File: src/rtl/toll_datapath_if.sv
// toll_datapath_if: lane-controller <-> toll datapath bundle.
//   master: drives the command strobes and E-pass card reads, observes results.
//   slave : the datapath; consumes commands and reports fee, balance,
//           occupancy and barrier status.
interface toll_datapath_if;
    logic        init, count, cal, up, down, en, dis;
    logic        epass_strobe;
    logic [11:0] epass_balance;
    logic        valid_Epass, enable, barrier_warn, txn_done;
    logic [1:0]  num_veh;
    logic [11:0] elapsed, fee_out, balance_out;
    modport master (
        output init, count, cal, up, down, en, dis, epass_strobe, epass_balance,
        input  valid_Epass, num_veh, enable, barrier_warn, elapsed, fee_out, balance_out, txn_done
    );
    modport slave (
        input  init, count, cal, up, down, en, dis, epass_strobe, epass_balance,
        output valid_Epass, num_veh, enable, barrier_warn, elapsed, fee_out, balance_out, txn_done
    );
endinterface

File: src/rtl/toll_datapath.sv
// toll_datapath: transit timer, fee calculation, E-pass charging, zone occupancy and barrier control.
//   clk   : rising-edge clock
//   reset : asynchronous active-high reset
//   bus   : toll_datapath_if.slave (commands and card reads in; fee, balance, occupancy, barrier out)
module toll_datapath #(
    parameter int TICK_DIV    = 4,
    parameter int FEE_BASE    = 10,
    parameter int FEE_RATE    = 2,
    parameter int HOLD_CYCLES = 8,
    parameter int WARN_CYCLES = 2
) (
    input logic            clk,
    input logic            reset,
    toll_datapath_if.slave bus
);
    localparam int PW = TICK_DIV > 1 ? $clog2(TICK_DIV) : 1;
    localparam int CW = $clog2((HOLD_CYCLES > WARN_CYCLES ? HOLD_CYCLES : WARN_CYCLES) + 1);

    typedef enum logic [1:0] {CLOSED, OPEN, CLOSING} state_t;

    state_t      state, state_n;
    logic [CW-1:0] cnt, cnt_n;
    logic [PW-1:0] pre;
    logic [11:0] elapsed, balance_q, fee_q, fee;
    logic [23:0] fee_w;
    logic [1:0]  nveh;
    logic        card_loaded, txn, valid;

    // Wide enough that FEE_BASE + FEE_RATE*4095 cannot overflow before saturation.
    assign fee_w = 24'(FEE_BASE) + 24'(FEE_RATE) * {12'd0, elapsed};
    assign fee   = fee_w > 24'd4095 ? 12'd4095 : fee_w[11:0];
    assign valid = card_loaded && balance_q >= fee;

    always_ff @(posedge clk or posedge reset) begin
        if (reset) begin
            pre     <= '0;
            elapsed <= '0;
        end else if (bus.init) begin
            pre     <= '0;
            elapsed <= '0;
        end else if (bus.count) begin
            if (pre == PW'(TICK_DIV - 1)) begin
                pre <= '0;
                if (elapsed != 12'hfff) elapsed <= elapsed + 12'd1;
            end else begin
                pre <= pre + PW'(1);
            end
        end
    end

    // A card read arriving while a charge is being evaluated is dropped so the
    // charged balance cannot be overwritten in the same cycle.
    always_ff @(posedge clk or posedge reset) begin
        if (reset) begin
            balance_q   <= '0;
            fee_q       <= '0;
            card_loaded <= 1'b0;
            txn         <= 1'b0;
        end else begin
            txn <= bus.cal && valid;
            if (bus.cal && valid) begin
                balance_q   <= balance_q - fee;
                fee_q       <= fee;
                card_loaded <= 1'b0;
            end else if (bus.epass_strobe && !bus.cal) begin
                balance_q   <= bus.epass_balance;
                card_loaded <= 1'b1;
            end
        end
    end

    always_ff @(posedge clk or posedge reset) begin
        if (reset) nveh <= '0;
        else if (bus.up && !bus.down && nveh != 2'd3) nveh <= nveh + 2'd1;
        else if (bus.down && !bus.up && nveh != 2'd0) nveh <= nveh - 2'd1;
    end

    always_ff @(posedge clk or posedge reset) begin
        if (reset) begin
            state <= CLOSED;
            cnt   <= '0;
        end else begin
            state <= state_n;
            cnt   <= cnt_n;
        end
    end

    // One shared down-counter: holds the open time in OPEN, the warning time in CLOSING.
    always_comb begin
        state_n = state;
        cnt_n   = cnt;
        if (bus.dis) begin
            state_n = CLOSED;
        end else if (bus.en) begin
            state_n = OPEN;
            cnt_n   = CW'(HOLD_CYCLES - 1);
        end else if (state != CLOSED) begin
            cnt_n = cnt - CW'(1);
            if (cnt == '0) begin
                state_n = state == OPEN ? CLOSING : CLOSED;
                cnt_n   = CW'(WARN_CYCLES - 1);
            end
        end
    end

    assign bus.valid_Epass  = valid;
    assign bus.num_veh      = nveh;
    assign bus.enable       = state != CLOSED;
    assign bus.barrier_warn = state == CLOSING;
    assign bus.elapsed      = elapsed;
    assign bus.fee_out      = fee_q;
    assign bus.balance_out  = balance_q;
    assign bus.txn_done     = txn;
endmodule

File: src/flat_wrapper.sv
// flat-port wrapper written by rule: the top's interface ports become plain ports
module toll_datapath_flat 
#(
    parameter int TICK_DIV    = 4,
    parameter int FEE_BASE    = 10,
    parameter int FEE_RATE    = 2,
    parameter int HOLD_CYCLES = 8,
    parameter int WARN_CYCLES = 2
)
  (clk, reset, bus_init, bus_count, bus_cal, bus_up, bus_down, bus_en, bus_dis, bus_epass_strobe, bus_epass_balance, bus_valid_Epass, bus_num_veh, bus_enable, bus_barrier_warn, bus_elapsed, bus_fee_out, bus_balance_out, bus_txn_done);
  toll_datapath_if bus_i ();
  input logic clk;
  input logic reset;
  input wire logic [$bits(bus_i.init)-1:0] bus_init;
  input wire logic [$bits(bus_i.count)-1:0] bus_count;
  input wire logic [$bits(bus_i.cal)-1:0] bus_cal;
  input wire logic [$bits(bus_i.up)-1:0] bus_up;
  input wire logic [$bits(bus_i.down)-1:0] bus_down;
  input wire logic [$bits(bus_i.en)-1:0] bus_en;
  input wire logic [$bits(bus_i.dis)-1:0] bus_dis;
  input wire logic [$bits(bus_i.epass_strobe)-1:0] bus_epass_strobe;
  input wire logic [$bits(bus_i.epass_balance)-1:0] bus_epass_balance;
  output wire logic [$bits(bus_i.valid_Epass)-1:0] bus_valid_Epass;
  output wire logic [$bits(bus_i.num_veh)-1:0] bus_num_veh;
  output wire logic [$bits(bus_i.enable)-1:0] bus_enable;
  output wire logic [$bits(bus_i.barrier_warn)-1:0] bus_barrier_warn;
  output wire logic [$bits(bus_i.elapsed)-1:0] bus_elapsed;
  output wire logic [$bits(bus_i.fee_out)-1:0] bus_fee_out;
  output wire logic [$bits(bus_i.balance_out)-1:0] bus_balance_out;
  output wire logic [$bits(bus_i.txn_done)-1:0] bus_txn_done;
  assign bus_i.init = bus_init;
  assign bus_i.count = bus_count;
  assign bus_i.cal = bus_cal;
  assign bus_i.up = bus_up;
  assign bus_i.down = bus_down;
  assign bus_i.en = bus_en;
  assign bus_i.dis = bus_dis;
  assign bus_i.epass_strobe = bus_epass_strobe;
  assign bus_i.epass_balance = bus_epass_balance;
  assign bus_valid_Epass = bus_i.valid_Epass;
  assign bus_num_veh = bus_i.num_veh;
  assign bus_enable = bus_i.enable;
  assign bus_barrier_warn = bus_i.barrier_warn;
  assign bus_elapsed = bus_i.elapsed;
  assign bus_fee_out = bus_i.fee_out;
  assign bus_balance_out = bus_i.balance_out;
  assign bus_txn_done = bus_i.txn_done;
  toll_datapath #(.TICK_DIV(TICK_DIV), .FEE_BASE(FEE_BASE), .FEE_RATE(FEE_RATE), .HOLD_CYCLES(HOLD_CYCLES), .WARN_CYCLES(WARN_CYCLES)) u_core (.clk(clk), .reset(reset), .bus(bus_i));
endmodule
File: config.mk
export PLATFORM = sky130hd
export DESIGN_NAME = toll_datapath_flat
export DESIGN_NICKNAME = d
export VERILOG_FILES = /design/src/rtl/toll_datapath_if.sv /design/src/rtl/toll_datapath.sv /design/src/flat_wrapper.sv
export SDC_FILE = /design/constraint.sdc
export NUM_CORES = 1
export LEC_CHECK = 0
export ABC_AREA = 1
export BUFFER_PORTS_ARGS = -buffer_cell sky130_fd_sc_hd__buf_4
export CORE_AREA = 2 2 82 84
export DETAILED_ROUTE_END_ITERATION = 8
export DIE_AREA = 0 0 84 86
export PLACE_DENSITY = 0.78
export SLEW_MARGIN = 20
export SYNTH_ARGS = -nofsm -noshare
export SYNTH_HDL_FRONTEND = slang
export SYNTH_SLANG_ARGS = --single-unit
export TNS_END_PERCENT = 50
File: constraint.sdc
create_clock -name clk -period 10.3 [get_ports clk]
set_clock_uncertainty 0.1 [all_clocks]
set_input_delay 2.06 -clock clk [delete_from_list [all_inputs] [get_ports clk]]
set_output_delay 2.06 -clock clk [all_outputs]
set_load 0.01 [all_outputs]
==> results.tsv <==
stage	metric	value	unit
cts	numCtsBuffers	5	
detailed_routing	drc_errors	0	
placed_design	dp_hpwl	6110	um
cts	h-tree-depth	2	
synth	synth_compound_area_share	8.14	%
status	status	complete, no violations	
setup_path	worstPathRequired	8140	ps
finish	area_delta_synth_final	17.2	%
detailed_routing	wl	8010	um
synth	synthFlopType	dfrtp_1	
timing	tightest_slew	829	ps
grt	grt_pass1_vias	2966	
min_path	min_path_type	flip-flop to flip-flop	
timing	report.final.slew_viol_count	0	
finish	instances_no_fill	603	
detailed_routing	dr.pass1.iters	4	
synth	synth_edf_count	0	
synth	yosysWarnings	0	
power_and_ir_drop	leakagePower	2.09	nW
setup_path	crit_end	bus_valid_Epass	
finish	diodes	0	
detailed_routing	num_vias	3126	
floorplanning	die_w	84	um
synth	synth_cells	466	
synth	synth_fa_ha_area_share	5.69	%
setup_path	regToRegEndpoint	u_core.bus.balance_out[8]	
floorplanning	design.portCount	64	
cts	clkTransAtPathRegs	100	ps
detailed_routing	viasPerCell	5.18	
floorplanning	dieArea	7220	um^2
cts	ctsRootBufferMaster	clkbuf_8	
timing	slew_headroom	44.7	%
run	drv_cap	0	
placed_design	dp_slack	5110	ps
setup_path	r2r_slack	6690	ps
synth	syn-num-nets	503	
timing	fmax	0.180	GHz
detailed_routing	m1WireLength	3690	um
detailed_routing	met2WireLength	3880	um
synth	synth_mux_area_share	0	%
finish	drive_gt1_share	21.5	%
synth	netlist_area	3430	um^2
timing	post-route-min-period	5560	ps
setup_path	startpoint_type	flip-flop	
cts	clk_latency	310	ps
timing	setup_viol	0	
detailed_routing	wl_per_cell	13.3	um
setup_path	crit_start	u_core.bus.elapsed[0]	
grt	grt_start_max_net_pins	49	
cts	ctsLongestPathBuffers	2	
grt	antenna_found_initial	0	
setup_path	end_kind	output pin	
setup_path	path_class	flip-flop to output pin	
setup_path	worstRegToRegCells	20	
cts	post_cts_resized	0	
detailed_routing	first_iter_violations	202	
synth	async_flop_share	100	%
timing	timing.hold.ws	395	ps
timing	setup_ws	4740	ps
detailed_routing	met3_length	410	um
setup_path	reg2reg_from	u_core.bus.elapsed[0]	
synth	yosysTopAreaCell	dfrtp_1	
timing	fin_crit_sh	54.0	%
synth	seq_area_frac_synth	35.0	%
setup_path	cp_max_fo	13	
detailed_routing	ant_nets	0	
synth	synth_top_family_by_area	simple AND/OR/NAND/NOR gates	
synth	ys_ff_latch	48	
power_and_ir_drop	vdd_ir_drop_max	147	uV
timing	rsz0062_at_grt	false	
synth	synth.most_common_cell	nand2_1	
synth	ys_types	37	
cts	hold_buffers	0	
detailed_routing	top_layer_used	met4	
floorplanning	dieHeight	86	um
placed_design	dp_cells	595	
synth	yosysTopAreaCellShare	35.0	%
cts	postCtsSetupRepairBufs	0	
setup_path	cp.arrival	3400	ps
cts	cts_tree	done	
synth	syn_avg_cell_area	7.36	um^2
cts	cts_sinks	48	
power_and_ir_drop	power_density	230	nW/um^2
timing	fin_tns_setup	0	ps
grt	grt_first_pass_wirelength	13800	um
floorplanning	rows	29	
grt	grt.total_usage	23.5	%
grt	grt-ovfl-total	0	
finish	nNetsFinal	562	
synth	synthSimpleGateAreaFrac	38.2	%
floorplanning	core_area	6280	um^2
synth	synth_area_leaders	dfrtp_1, nand2_1, nand3_1, inv_1, ha_1	
synth	synth_xor_area_share	3.54	%
synth	synthTopCellsByCount	nand2_1, inv_1, dfrtp_1	
floorplanning	start_util	54.6	%
timing	final_hold_viol_count	0	
placed_design	portBuffers	63	
placed_design	gp_congestion	0.910	
==> sequential cells by signal, indices dropped and copies added, names as in the netlist <==
signal                  cells
u_core.card_loaded          1
u_core.bus.fee_out         12
u_core.bus.num_veh          2
u_core.cnt                  4
u_core.bus.txn_done         1
u_core.bus.elapsed         12
u_core.pre                  2
u_core.bus.balance_out     12
u_core.state                2
==> cells by family after synthesis <==
logic type | after synthesis
AOI/OAI and AO/OA | 46
DFF | 48
and+or+nand+nor | 272
buffers and inverters | 72
xor gates and xnor gates | 13
adders and majority gates | 15
==> power breakdown <==
part | total, mW | switching, mW | internal, mW
sequential | 0.283 | 0.0480 | 0.235
clock | 0.139 | 0.0675 | 0.0719
combinational | 0.502 | 0.301 | 0.201
total | 0.925 | 0.416 | 0.508
==> layout make-up <==
type | count | area (um^2)
fill | 572 | 2260
multi-input combinational | 346 | 1910
sequential | 48 | 1200
timing repair buffer | 63 | 473
inverter | 61 | 230
tap | 77 | 96.3
clock buffer | 5 | 68.8
clock inverter | 3 | 42.5
==> placed cells by master, fill, tap and decap left out <==
cell type / instances
or2_1: 1
nor2_4: 12
xnor2_1: 1
xor2_2: 1
ha_1: 14
nand4_1: 12
nor2_8: 1
o21ai_1: 3
buf_4: 63
nor2_2: 1
nand3_4: 2
clkinv_2: 2
nand4_4: 1
nand2_2: 8
o21ai_2: 8
xor2_1: 11
nand2_1: 144
dfrtp_1: 48
inv_2: 4
nor3_1: 2
a211oi_1: 1
o21ai_0: 16
nor2_1: 39
bufinv_16: 1
clkbuf_8: 5
nand3_1: 43
a21oi_1: 11
nand3b_1: 4
o21bai_1: 2
o22ai_1: 2
fa_1: 1
o31ai_1: 1
o21a_1: 1
inv_1: 56
a31o_2: 1
clkinvlp_4: 1
nand3_2: 2
==> worst max-delay path, stage by stage, from the launching register on <==
cell	delay, ps
dfrtp_1	450
ha_1	290
nor2_1	80
nor2_1	200
inv_2	90
nor2_4	110
nand2_2	70
nand3_4	250
ha_1	200
inv_1	70
fa_1	430
nand2_1	80
nand2_1	90
nand2_1	100
nand2_1	60
nand2_1	60
nand3_2	150
nand2_2	140
inv_1	40
buf_4	130
==> worst min path at each step <==
| stage | from | end | slack [ps] | depth (start not counted) |
|---|---|---|---|---|
| 2_1_floorplan | u_core.pre[0] | u_core.pre[0] | 350 | 1 |
| 3_3_place_gp | u_core.bus.fee_out[0] | u_core.bus.fee_out[0] | 370 | 2 |
| 3_5_place_dp | u_core.bus.fee_out[0] | u_core.bus.fee_out[0] | 370 | 2 |
| 4_1_cts | u_core.bus.fee_out[10] | u_core.bus.fee_out[10] | 400 | 2 |
| 5_1_grt | u_core.bus.fee_out[4] | u_core.bus.fee_out[4] | 430 | 2 |
| 6_report | u_core.bus.fee_out[10] | u_core.bus.fee_out[10] | 400 | 2 |
==> metal layers <==
| layer | global-route usage (%) | up-vias |
|---|---|---|
| li1 | - | 1616 |
| met4 | 5.87 | 0 |
| met5 | 0 | - |
| met2 | 40.7 | 85 |
| met1 | 30.7 | 1421 |
| met3 | 4.23 | 4 |
==> stage by stage <==
| stage | power (mW) | cell area, um^2 | util, % |
|---|---|---|---|
| global placement | 0.770 | 3910 | 62.2 |
| CTS | 0.929 | 4020 | 64.0 |
| global route | 1.01 | 4020 | 64.0 |
| detailed placement | 0.783 | 3910 | 62.2 |
| finish | 0.925 | 4020 | 64.0 |
| floorplan | 0.642 | 3430 | - |
No activity file was read; power rests on OpenSTA's default activity.
